### config.mk
export PLATFORM = sky130hd
export DESIGN_NAME = cpu_ctrl_seq
export DESIGN_NICKNAME = d
export VERILOG_FILES = /design/src/rtl/cpu_pkg.sv /design/src/rtl/mem_wait_timer.sv /design/src/rtl/cpu_ctrl_seq.sv
export SDC_FILE = /design/constraint.sdc
export NUM_CORES = 1
export LEC_CHECK = 0
export ABC_CLOCK_PERIOD_IN_PS = 1400
export CAP_MARGIN = 40
export CORE_ASPECT_RATIO = 1.4
export CORE_MARGIN = 5
export CORE_UTILIZATION = 37
export DETAILED_ROUTE_END_ITERATION = 6
export GPL_ROUTABILITY_DRIVEN = 0
export PLACE_DENSITY = 0.66
export SYNTH_ARGS = -nofsm -noshare
export SYNTH_HDL_FRONTEND = slang
export SYNTH_SLANG_ARGS = --single-unit
export TNS_END_PERCENT = 50
### constraint.sdc
create_clock -name clk -period 1.4 [get_ports clk]
set_input_delay 0.28 -clock clk [delete_from_list [all_inputs] [get_ports clk]]
set_output_delay 0.28 -clock clk [all_outputs]
set_load 0.005 [all_outputs]
### src/rtl/cpu_pkg.sv
// Shared constants and types for the accumulator-CPU control sequencer.
package cpu_pkg;

   localparam int unsigned ADDR_W = 5;
   localparam int unsigned DATA_W = 8;

   localparam logic [2:0] OP_HLT = 3'b000;
   localparam logic [2:0] OP_SKZ = 3'b001;
   localparam logic [2:0] OP_ADD = 3'b010;
   localparam logic [2:0] OP_LDA = 3'b011;
   localparam logic [2:0] OP_STO = 3'b100;
   localparam logic [2:0] OP_JMP = 3'b101;

   typedef enum logic [2:0] {
      ST_IDLE,
      ST_FETCH,
      ST_DECODE,
      ST_OPERAND,
      ST_STORE,
      ST_HALT
   } state_t;

   // States that own an outstanding memory request.
   function automatic logic is_mem_state(input state_t s);
      return (s == ST_FETCH) || (s == ST_OPERAND) || (s == ST_STORE);
   endfunction

endpackage

### src/rtl/mem_wait_timer.sv
// Counts consecutive not-ready cycles of one memory access and flags the
// cycle in which the wait limit is reached.
module mem_wait_timer #(
   parameter int unsigned MEM_TIMEOUT = 15
) (
   input  logic clk_i,
   input  logic rst_ni,
   input  logic clr_i,
   input  logic en_i,
   output logic timeout_o
);

   localparam logic [7:0] LIMIT_M1 = 8'(MEM_TIMEOUT - 1);

   logic [7:0] cnt_q;
   logic [7:0] cnt_d;

   // Next count: clear has priority over counting.
   always_comb begin
      cnt_d = cnt_q;
      if (clr_i) begin
         cnt_d = '0;
      end else if (en_i) begin
         cnt_d = cnt_q + 8'd1;
      end
   end

   // Counter register with synchronous active-low reset.
   always_ff @(posedge clk_i) begin
      if (!rst_ni) begin
         cnt_q <= '0;
      end else begin
         cnt_q <= cnt_d;
      end
   end

   // Fires on the wait cycle that would bring the count up to the limit.
   assign timeout_o = en_i && (cnt_q == LIMIT_M1);

endmodule

### src/rtl/cpu_ctrl_seq.sv
// Multi-cycle control sequencer: fetch/decode/operand/store with a
// memory handshake, wait timeout and sticky bus fault.
module cpu_ctrl_seq
   import cpu_pkg::*;
#(
   parameter int unsigned OPC_W       = 3,
   parameter int unsigned MEM_TIMEOUT = 15
) (
   input  logic             clk,
   input  logic             rst_n,
   input  logic [OPC_W-1:0] opcode,
   input  logic             acc_zero,
   input  logic             mem_ready,
   input  logic             run,
   output logic             sel_pc,
   output logic             mem_rd,
   output logic             mem_wr,
   output logic             ld_ir,
   output logic             inc_pc,
   output logic             ld_pc,
   output logic             ld_acc,
   output logic             alu_pass,
   output logic             alu_add,
   output logic             halted,
   output logic             bus_fault
);

   state_t     state_q;
   state_t     state_d;
   logic       bus_fault_q;
   logic       bus_fault_d;
   logic       wait_en;
   logic       timeout;
   logic [2:0] op;

   assign op = opcode[2:0];

   // Counter only advances while a request is pending and unanswered;
   // every other cycle clears it, so each access starts from zero.
   assign wait_en = is_mem_state(state_q) && !mem_ready;

   mem_wait_timer #(
      .MEM_TIMEOUT(MEM_TIMEOUT)
   ) u_timer (
      .clk_i    (clk),
      .rst_ni   (rst_n),
      .clr_i    (!wait_en),
      .en_i     (wait_en),
      .timeout_o(timeout)
   );

   // State and sticky fault registers.
   always_ff @(posedge clk) begin
      if (!rst_n) begin
         state_q     <= ST_IDLE;
         bus_fault_q <= 1'b0;
      end else begin
         state_q     <= state_d;
         bus_fault_q <= bus_fault_d;
      end
   end

   // Next-state and strobe decode; mem_ready completion beats timeout.
   always_comb begin
      state_d     = state_q;
      bus_fault_d = bus_fault_q;
      sel_pc      = 1'b0;
      mem_rd      = 1'b0;
      mem_wr      = 1'b0;
      ld_ir       = 1'b0;
      inc_pc      = 1'b0;
      ld_pc       = 1'b0;
      ld_acc      = 1'b0;
      alu_pass    = 1'b0;
      alu_add     = 1'b0;
      halted      = 1'b0;
      case (state_q)
         ST_IDLE: begin
            state_d = ST_FETCH;
         end
         ST_FETCH: begin
            sel_pc = 1'b1;
            mem_rd = 1'b1;
            if (mem_ready) begin
               ld_ir   = 1'b1;
               inc_pc  = 1'b1;
               state_d = ST_DECODE;
            end else if (timeout) begin
               bus_fault_d = 1'b1;
               state_d     = ST_HALT;
            end
         end
         ST_DECODE: begin
            case (op)
               OP_HLT: state_d = ST_HALT;
               OP_JMP: begin
                  ld_pc   = 1'b1;
                  state_d = ST_FETCH;
               end
               OP_SKZ: begin
                  inc_pc  = acc_zero;
                  state_d = ST_FETCH;
               end
               OP_ADD, OP_LDA: state_d = ST_OPERAND;
               OP_STO:         state_d = ST_STORE;
               default:        state_d = ST_FETCH;
            endcase
         end
         ST_OPERAND: begin
            mem_rd   = 1'b1;
            alu_add  = (op == OP_ADD);
            alu_pass = (op == OP_LDA);
            if (mem_ready) begin
               ld_acc  = 1'b1;
               state_d = ST_FETCH;
            end else if (timeout) begin
               bus_fault_d = 1'b1;
               state_d     = ST_HALT;
            end
         end
         ST_STORE: begin
            mem_wr = 1'b1;
            if (mem_ready) begin
               state_d = ST_FETCH;
            end else if (timeout) begin
               bus_fault_d = 1'b1;
               state_d     = ST_HALT;
            end
         end
         ST_HALT: begin
            halted = 1'b1;
            if (run && !bus_fault_q) begin
               state_d = ST_FETCH;
            end
         end
         default: begin
            state_d = ST_IDLE;
         end
      endcase
   end

   assign bus_fault = bus_fault_q;

endmodule

==> run_results.csv, run 1 <==
group,metric,value,unit
outcome,status,"complete, but fails checks",
outcome,violations,"negative setup slack",
die,fp.dieW,47.7,um
synth,yosys-top-cells-area,"dfxtp_1 33%, nor2_1 4.6%, a2111oi_4 3.7%",
timing,fin_skew,0.000552,ns
drt,avgRoutedWirePerCell,13.7,um
synth,async_flop_share,0,%
worst_hold_path,min_to,"bus_fault",
worst_setup_path,endpoint_kind,"primary output",
worst_hold_path,holdCritPathClass,"flop to flop",
die,coreArea,1930,sq um
synth,syn_avg_cell_area,8.85,sq um
timing,min_period,1.75,ns
worst_setup_path,crit_fanout,3,
final_layout,syn_to_final_growth,74.6,%
timing,slew_viol_final,0,
placement,place_hpwl,1550,um
power_and_ir_drop,ir_worst_vdd,0.000556,V
drt,viasPerCell,5.41,
final_layout,final_nets,147,
job,max_cap_violations,0,
clocking,cts_buffers,3,
timing,setup_viol,21,
synth,synth_cells,83,
worst_setup_path,r2r_cells,9,
synth,synth_edf_count,0,
clocking,clk_latency,0.28,ns
worst_setup_path,slowest_delay,0.35,ns
die,num_rows,19,
synth,yosysMostFrequentCell,"dfxtp_1",
worst_hold_path,holdPathStages,1,
timing,relSlewSlack,81.0,%
timing,tightest_slew,0.285,ns
worst_setup_path,r2r_slack,-0.27,ns
drt,drc_errors,0,
drt,first_iter_violations,8,
timing,fin_crit_sh,125,%
worst_hold_path,min_from,"bus_fault",
synth,ys_types,39,
synth,yosysWarnings,0,
worst_setup_path,path_buf_inv,4,
synth,synth_top_area_cell,"dfxtp_1",
die,die-area,2990,sq um
global_routing,gr-total-overflow,0,
placement,place_inst,142,
timing,hold_ws,0.475,ns
clocking,tritoncts,"done",
timing,hold_viol,0,
timing,fmax,572,MHz
final_layout,fin_cells,157,
worst_setup_path,required,1.12,ns
timing,setup_tns,-4.89,ns
global_routing,grt_max_degree,9,
worst_setup_path,r2r_end,"u_timer.cnt_q[6]",
clocking,cts_max_path_buffers,2,
drt,firstDrtPassIters,4,
global_routing,grt_first_pass_wirelength,3510,um
global_routing,track_usage,15.8,%
timing,rsz0062_at_grt,"true",
placement,port_buffers,18,
clocking,path_clk_slew,0.07,ns
synth,synth_flop_cell,"dfxtp_1",
worst_setup_path,criticalPathCategory,"flop to primary output",
worst_setup_path,cpMaxStageDelayCell,"dfxtp_4",
drt,num_vias,849,
synth,yosysSeqAreaShare,32.7,%
drt,route.antenna.remaining_nets,0,
timing,setup_ws,-0.347,ns
global_routing,grt_antenna_before_repair,0,
power_and_ir_drop,powerDensity,633,nW/um^2
global_routing,grt_pass1_vias,853,
power_and_ir_drop,leakagePower,0.556,nW
worst_setup_path,arrival,1.47,ns
clocking,clock_sinks,12,
clocking,cts_hold_buf,0,
synth,syn_area,734,sq um
final_layout,layout-drive-gt1-share,52.2,%
final_layout,fillers,152,
die,die_h,62.7,um
worst_setup_path,crit_path_cell_trace,"buf_6 -> nor4b_4 -> buf_4 -> buf_6 -> a41o_1 -> buf_2",
clocking,htreeDepth,1,
synth,synth_common_cells,"12 x dfxtp_1, 9 x nor2_1, 6 x inv_1",
die,initial_core_util,38.1,%
worst_setup_path,timing.rr.start,"state_q[0]",
final_layout,diodes,0,
synth,synth_nets,93,
die,ios,19,
drt,wirelength,2160,um
synth,synth_top_area_share,32.7,%
clocking,cts_root_buf,"clkbuf_4",
worst_setup_path,crit_family,"buffers and inverters",
worst_setup_path,crit_top_cell,"buf_6",
worst_setup_path,critPathLaunchType,"flop",
synth,ys_seq_elements,12,
[through the flow]
step,cell area [sq um],total power [mW],util [%],setup slack (ns)
6_report,1280,0.812,66.6,-0.347
5_1_grt,1280,0.861,66.6,-0.436
4_1_cts,1230,0.813,63.9,-0.341
3_5_place_dp,1090,0.509,56.8,-0.675
3_3_place_gp,1090,0.507,56.8,-0.678
2_1_floorplan,734,0.410,-,-0.0101
[layer usage]
layer	global-route usage [%]	share of wire (%)	up-vias	wire, um
met3	2.02	6.5	5	140
met2	29.7	57	23	1230
met1	15.4	34	408	741
li1	-	-	413	-
met5	0	0	-	0
met4	7.07	2.0	0	44
[registers in the layout (all words and copies together), names as in the netlist]
name           count
bus_fault          1
u_timer.cnt_q      8
state_q            3
[area by class of cell]
cell class | count | area, sq um | share of cell area [%]
inverters | 6 | 25.0 | 1.95
flip-flops and latches | 12 | 250 | 19.5
repair buffers | 52 | 438 | 34.1
clock buffers | 4 | 36.3 | 2.83
well taps | 21 | 26.3 | 2.05
multi-input cells | 62 | 507 | 39.5
[cell families (layout without fill, tap and decap cells)]
kind of cell | after synthesis | in the layout | share of synthesized area, %
xor+xnor | 3 | 3 | 3.58
flops | 12 | 12 | 32.7
simple gates | 37 | 37 | 32.4
compound gates | 20 | 20 | 22.1
buf+inv | 9 | 62 | 5.79
fa+ha+maj | 2 | 2 | 3.41
[what timing repair did]
| item | 4_1_cts | 5_1_grt |
|---|---|---|
| resized for setup | 66 | 12 |
| endpoints found under the setup margin | 22 | 22 |
| buffers inserted | 11 | 1 |
| cloned | 0 | 0 |
| pin swaps | 11 | 5 |
[cell usage in the layout (no fill, tap or decap), types with 2 or more instances in the layout]
cell type and n:
a21oi_1 2, dlygate4sd2_1 3, ha_1 2, dfxtp_4 2, nand2_1 3, or4b_1 2, buf_6 13, dfxtp_1 8
and3b_2 2, nand3_1 4, clkbuf_4 3, dfxtp_2 2, nor2_1 4, or3_1 3, o21ai_0 3, xor2_1 2
buf_4 24, buf_2 7, and3_1 3, a2111oi_4 2, inv_1 4, o211ai_1 2, clkdlybuf4s50_1 5, a21oi_2 3
nor2_2 5, nand3b_1 2
[how the worst max path moves through the flow]
stage / from / cells after the start / to
final: state_q[0] / 6 / inc_pc
after global routing: state_q[0] / 6 / inc_pc
after CTS: state_q[0] / 6 / inc_pc
after detailed placement: opcode[1] / 5 / inc_pc
after global placement: opcode[1] / 5 / inc_pc
after floorplan: state_q[1] / 3 / inc_pc
[power breakdown]
group | internal, mW | leakage [nW] | switching (mW) | total, mW
logic | 0.114 | 0.435 | 0.0737 | 0.187
clock network | 0.158 | 0.0210 | 0.115 | 0.273
registers | 0.346 | 0.0994 | 0.00560 | 0.351
total | 0.618 | 0.556 | 0.194 | 0.812
Note: power is estimated with default switching activity, not from simulation.
==> run 2, diff against run 1 <==
- CTS_CLUSTER_DIAMETER: unset -> 30
==> results of run 2 <==
No change in the layout: final DEF, timing and power equal those of run 1.
